==> src/rtl/uart_cmd_wrapper.sv <==
// Frames the UART byte stream into 3-byte {cmd, data_hi, data_lo} commands with an
// inter-byte timeout, and returns 1-byte responses through a 1-deep pending buffer.
module uart_cmd_wrapper #(
  parameter int unsigned TMO_CYCLES = 1_000_000,
  parameter int unsigned TMO_W      = 20
) (
  input  logic        clk,
  input  logic        rst_n,
  input  logic        rx_rdy,
  input  logic [7:0]  rx_data,
  output logic        clr_rx_rdy,
  output logic        cmd_rdy,
  output logic [7:0]  cmd,
  output logic [15:0] data,
  input  logic        clr_cmd_rdy,
  input  logic        send_resp,
  input  logic [7:0]  resp,
  output logic        trmt,
  output logic [7:0]  tx_data,
  input  logic        tx_done,
  output logic        frm_err
);

  typedef enum logic [1:0] {WAIT_CMD, WAIT_HI, WAIT_LO} rx_state_e;
  typedef enum logic {TX_IDLE, TX_BUSY} tx_state_e;

  localparam logic [TMO_W-1:0] TMO_LAST = TMO_W'(TMO_CYCLES - 1);

  rx_state_e         rx_state_q, rx_state_d;
  logic [7:0]        cmd_shd_q, cmd_shd_d;
  logic [7:0]        hi_shd_q, hi_shd_d;
  logic [TMO_W-1:0]  tmo_cnt_q, tmo_cnt_d;
  logic [7:0]        cmd_q, cmd_d;
  logic [15:0]       data_q, data_d;
  logic              cmd_rdy_q, cmd_rdy_d;
  logic              tmo_expired;

  tx_state_e         tx_state_q, tx_state_d;
  logic              pend_vld_q, pend_vld_d;
  logic [7:0]        pend_byte_q, pend_byte_d;
  logic [7:0]        tx_data_q, tx_data_d;
  logic              trmt_q, trmt_d;

  // A byte present in the expiry cycle takes priority over the timeout.
  assign tmo_expired = (rx_state_q != WAIT_CMD) && (tmo_cnt_q == TMO_LAST) && !rx_rdy;

  always_comb begin
    rx_state_d = rx_state_q;
    cmd_shd_d  = cmd_shd_q;
    hi_shd_d   = hi_shd_q;
    tmo_cnt_d  = tmo_cnt_q;
    cmd_d      = cmd_q;
    data_d     = data_q;
    cmd_rdy_d  = cmd_rdy_q;
    clr_rx_rdy = rx_rdy;
    frm_err    = 1'b0;

    if (clr_cmd_rdy) begin
      cmd_rdy_d = 1'b0;
    end

    case (rx_state_q)
      WAIT_CMD: begin
        tmo_cnt_d = '0;
        if (rx_rdy) begin
          cmd_shd_d  = rx_data;
          cmd_rdy_d  = 1'b0;
          rx_state_d = WAIT_HI;
        end
      end
      WAIT_HI: begin
        if (rx_rdy) begin
          hi_shd_d   = rx_data;
          tmo_cnt_d  = '0;
          rx_state_d = WAIT_LO;
        end else if (tmo_expired) begin
          frm_err    = 1'b1;
          cmd_shd_d  = '0;
          hi_shd_d   = '0;
          tmo_cnt_d  = '0;
          rx_state_d = WAIT_CMD;
        end else begin
          tmo_cnt_d = tmo_cnt_q + 1'b1;
        end
      end
      WAIT_LO: begin
        if (rx_rdy) begin
          cmd_d      = cmd_shd_q;
          data_d     = {hi_shd_q, rx_data};
          cmd_rdy_d  = 1'b1;
          tmo_cnt_d  = '0;
          rx_state_d = WAIT_CMD;
        end else if (tmo_expired) begin
          frm_err    = 1'b1;
          cmd_shd_d  = '0;
          hi_shd_d   = '0;
          tmo_cnt_d  = '0;
          rx_state_d = WAIT_CMD;
        end else begin
          tmo_cnt_d = tmo_cnt_q + 1'b1;
        end
      end
      default: begin
        tmo_cnt_d  = '0;
        rx_state_d = WAIT_CMD;
      end
    endcase
  end

  always_comb begin
    tx_state_d  = tx_state_q;
    pend_vld_d  = pend_vld_q;
    pend_byte_d = pend_byte_q;
    tx_data_d   = tx_data_q;
    trmt_d      = 1'b0;

    if (tx_state_q == TX_IDLE) begin
      // A held byte launches first; a request arriving alongside it becomes the new pending byte.
      if (pend_vld_q) begin
        tx_data_d  = pend_byte_q;
        trmt_d     = 1'b1;
        tx_state_d = TX_BUSY;
        pend_vld_d = send_resp;
        if (send_resp) begin
          pend_byte_d = resp;
        end
      end else if (send_resp) begin
        tx_data_d  = resp;
        trmt_d     = 1'b1;
        tx_state_d = TX_BUSY;
      end
    end else begin
      if (send_resp) begin
        pend_byte_d = resp;
        pend_vld_d  = 1'b1;
      end
      if (tx_done) begin
        tx_state_d = TX_IDLE;
      end
    end
  end

  always_ff @(posedge clk or negedge rst_n) begin
    if (!rst_n) begin
      rx_state_q  <= WAIT_CMD;
      cmd_shd_q   <= '0;
      hi_shd_q    <= '0;
      tmo_cnt_q   <= '0;
      cmd_q       <= '0;
      data_q      <= '0;
      cmd_rdy_q   <= 1'b0;
      tx_state_q  <= TX_IDLE;
      pend_vld_q  <= 1'b0;
      pend_byte_q <= '0;
      tx_data_q   <= '0;
      trmt_q      <= 1'b0;
    end else begin
      rx_state_q  <= rx_state_d;
      cmd_shd_q   <= cmd_shd_d;
      hi_shd_q    <= hi_shd_d;
      tmo_cnt_q   <= tmo_cnt_d;
      cmd_q       <= cmd_d;
      data_q      <= data_d;
      cmd_rdy_q   <= cmd_rdy_d;
      tx_state_q  <= tx_state_d;
      pend_vld_q  <= pend_vld_d;
      pend_byte_q <= pend_byte_d;
      tx_data_q   <= tx_data_d;
      trmt_q      <= trmt_d;
    end
  end

  assign cmd_rdy = cmd_rdy_q;
  assign cmd     = cmd_q;
  assign data    = data_q;
  assign trmt    = trmt_q;
  assign tx_data = tx_data_q;

endmodule
==> config.mk <==
export PLATFORM = sky130hd
export DESIGN_NAME = uart_cmd_wrapper
export DESIGN_NICKNAME = d
export VERILOG_FILES = /design/src/rtl/uart_cmd_wrapper.sv
export SDC_FILE = /design/constraint.sdc
export NUM_CORES = 1
export LEC_CHECK = 0
export CORE_ASPECT_RATIO = 0.9
export CORE_MARGIN = 8
export CORE_UTILIZATION = 57
export CTS_BUF_LIST = sky130_fd_sc_hd__clkbuf_16
export CTS_CLUSTER_SIZE = 24
export DETAILED_ROUTE_END_ITERATION = 8
export PLACE_DENSITY = 0.85
export REMOVE_ABC_BUFFERS = 1
export SLEW_MARGIN = 20
export SYNTH_ARGS = -nofsm -noshare
export SYNTH_HDL_FRONTEND = slang
export SYNTH_SLANG_ARGS = --single-unit
==> constraint.sdc <==
create_clock -name clk -period 3.8 [get_ports clk]
set_input_delay 0.95 -clock clk [delete_from_list [all_inputs] [get_ports clk]]
set_output_delay 0.95 -clock clk [all_outputs]
set_load 0.005 [all_outputs]
==> flow_summary.ini <==
[outcome]
outcome = complete, no violations

[power_and_ir_drop]
p_int_mw = 2.46
total_power_mw = 3.53
p_switching_mw = 1.07
pwr-share-comb_pct = 33.8
p_sw_share_pct = 30.2
p_seq_share_pct = 40.3
powerDensity_nw_per_um2 = 771
ir_worst_vdd_v = 0.000478
p_clk_share_pct = 25.9
p_leak_nw = 1.95

[synth]
yosys-top-cells-area = dfrtp_1 (57%), mux2_2 (10%), a22o_1 (3.9%), o21ai_0 (3.2%), nand2_1 (2.7%)
synthFlopType = dfrtp_1
synth_edf_count = 0
synth-async-reset-ratio_pct = 100
ys_ff_latch = 82
yosys_warnings = 0
syn_area_per_cell_um2 = 11.7
netlist.area_leader.share_pct = 57.0
synthCells = 309
yosys.area.top_type = dfrtp_1
synth-seq-area-share_pct = 57.0
synthTopCellsByCount = dfrtp_1 (82), mux2_2 (32), nand2_1 (26)
synth_area_um2 = 3600
synth_most_common_cell = dfrtp_1
synth_cell_types = 42

[cts]
clk_latency_ns = 0.34
postCtsHoldBufs = 0
post_cts_buffers = 0
cts-root-buf = clkbuf_16
htree_levels = 3
cts.repair.resized = 2
cts_buffer_depth = 2
cts_buffers = 9
cts_num_sinks = 82
cts_tree = built
clk_pin_slew_worst_paths_ns = 0.06

[die]
die_w_um = 99.8
row_count = 27
core-area_um2 = 6110
io_pins = 58
dieArea_um2 = 9120
die_h_um = 91.4
start_util_pct = 58.9

[global_routing]
antenna_found_initial = 0
grt_pass1_vias = 2742
track_usage_pct = 18.2
grt_pass1_wl_um = 13300
grt_max_degree = 83
gr-total-overflow = 0

[finish]
multi_input_area_um2 = 1460
postLayoutCellArea_um2 = 4580
area_growth_pct = 27.1
n_fill_cell = 423
utilization_pct = 74.9
regArea_um2 = 2050
antenna_cells = 0
final_nets = 394
final_layout_size_suffix_gt1_share_pct = 16.1

[min_path]
hold_class = reg -> reg
hold_start = tx_data[7]$_DFFE_PN0P_

[setup_path]
cp_max_fo = 3
worstPathRequired_ns = 2.85
reg2reg_from = rx_state_q[0]$_DFFE_PN0P_
cp.arrival_ns = 2.79
crit_start = rx_rdy
path_class = in -> out
end_kind = primary output
startpoint_type = primary input

[routing]
drtIter0Drc = 109
wire_per_inst_um = 17.2
drtPass1Iterations = 4
drc_errors = 0
ant_nets = 0
vias = 2648
vias_per_cell = 5.77
routed_wl_um = 7890

[sta]
final-setup-viol-count = 0
slew_headroom_pct = 34.7
skew_ns = 0.0103
hold_viol = 0
slew_violations = 0
period_share_pct = 98.4
rsz0062_at_grt = false
worst-slew-pin-transition_ns = 0.971
worst_slack_ns = 0.0619
fin_crit_ns = 3.74
fmax_ghz = 0.268

[placement]
gp_congestion = 0.781
pre_cts_ws_ns = -0.0957
hpwlAfterDp_um = 5360
io_buffers = 57
dpl_cell_area_um2 = 4250

[run]
max_cap_viol_count = 0
-- power by group through the flow --
stage               Sequential [mW]  Clock (mW)  Combinational (mW)
finish                         1.42       0.913                1.19
global route                   1.46       0.952                1.32
CTS                            1.42       0.926                1.21
detailed placement             1.43           0                1.19
global placement               1.41           0                1.14
floorplan                      1.41           0               0.610
-- critical path, cell delays in order --
cell	delay, ns
clkdlybuf4s50_1	0.47
or4_4	0.58
nor2_2	0.12
and2_1	0.13
clkdlybuf4s50_1	0.53
-- area by class of cell --
type / instances / share of cell area [%]
inverter: 9 / 0.738
timing repair buffer: 62 / 13.3
clock inverter: 7 / 2.02
clock buffer: 9 / 4.92
multi-input combinational: 203 / 31.8
tap: 87 / 2.38
sequential: 82 / 44.8
-- cells in the final DEF, fill, tap and decap left out, drive strengths merged, types with 2 or more instances in the layout --
| cell | instances |
|---|---|
| dfrtp | 82 |
| clkdlybuf4s50 | 56 |
| mux2 | 32 |
| nand2 | 26 |
| o21ai | 25 |
| nor2 | 18 |
| a22o | 16 |
| inv | 11 |
| nand3 | 10 |
| clkbuf | 9 |
| mux2i | 8 |
| a22oi | 8 |
| a21oi | 8 |
| xor2 | 7 |
| buf | 6 |
| o31ai | 5 |
| ha | 5 |
| or4 | 5 |
| or3 | 4 |
| xnor2 | 4 |
| nor2b | 3 |
| nor3 | 3 |
| and3 | 3 |
| nand4 | 2 |
| bufinv | 2 |
| or4b | 2 |
| clkinv | 2 |
-- logic make-up after synthesis --
| logic type | share of synthesized area, % |
|---|---|
| multiplexers | 12.2 |
| flip-flops | 57.0 |
| adder cells (fa/ha/maj) | 2.01 |
| XOR/XNOR | 2.67 |
| AND/OR/NAND/NOR | 11.6 |
| AO/OA/AOI/OAI | 11.8 |
| buffers and inverters | 2.71 |
-- metal layers --
layer / vias up / wire (um) / part of all wire (%) / GRT usage [%]
met5: - / 0 / 0 / 0
met4: 0 / 188 / 2.4 / 7.68
met3: 15 / 510 / 6.5 / 5.49
met2: 83 / 3940 / 50 / 30.6
met1: 1319 / 3250 / 41 / 21.0
li1: 1231 / - / - / -
-- registers in the layout (all words and copies together), names as in the netlist, 2 cells and up --
register and count:
tmo_cnt_q 20, data 16, cmd 8, cmd_shd_q 8, hi_shd_q 8, pend_byte_q 8
tx_data 8, rx_state_q 2
-- worst paths after layout --
| kind | endpoint | slack (ns) | depth (start not counted) |
|---|---|---|---|
| max reg2reg | hi_shd_q[5]$_DFFE_PN0P_ | 1.53 | 6 |
| max | frm_err | 0.06 | 5 |
| min | tx_data[7]$_DFFE_PN0P_ | 0.49 | 2 |
| min in group asynchronous | cmd[1]$_DFFE_PN0P_ | 0.65 | 1 |
| max in group asynchronous | tmo_cnt_q[13]$_DFF_PN0_ | 2.66 | 1 |
| min reg2reg | tx_data[7]$_DFFE_PN0P_ | 0.49 | 2 |
-- stage by stage --
stage	cells	setup TNS, ns	hold slack [ns]
5_1_grt	459	0	0.510
2_1_floorplan	294	0	0.468
3_3_place_gp	443	-0.0759	0.463
3_5_place_dp	443	-0.0957	0.486
6_report	459	0	0.492
4_1_cts	459	0	0.500
Power figures use the tool's default switching activity.
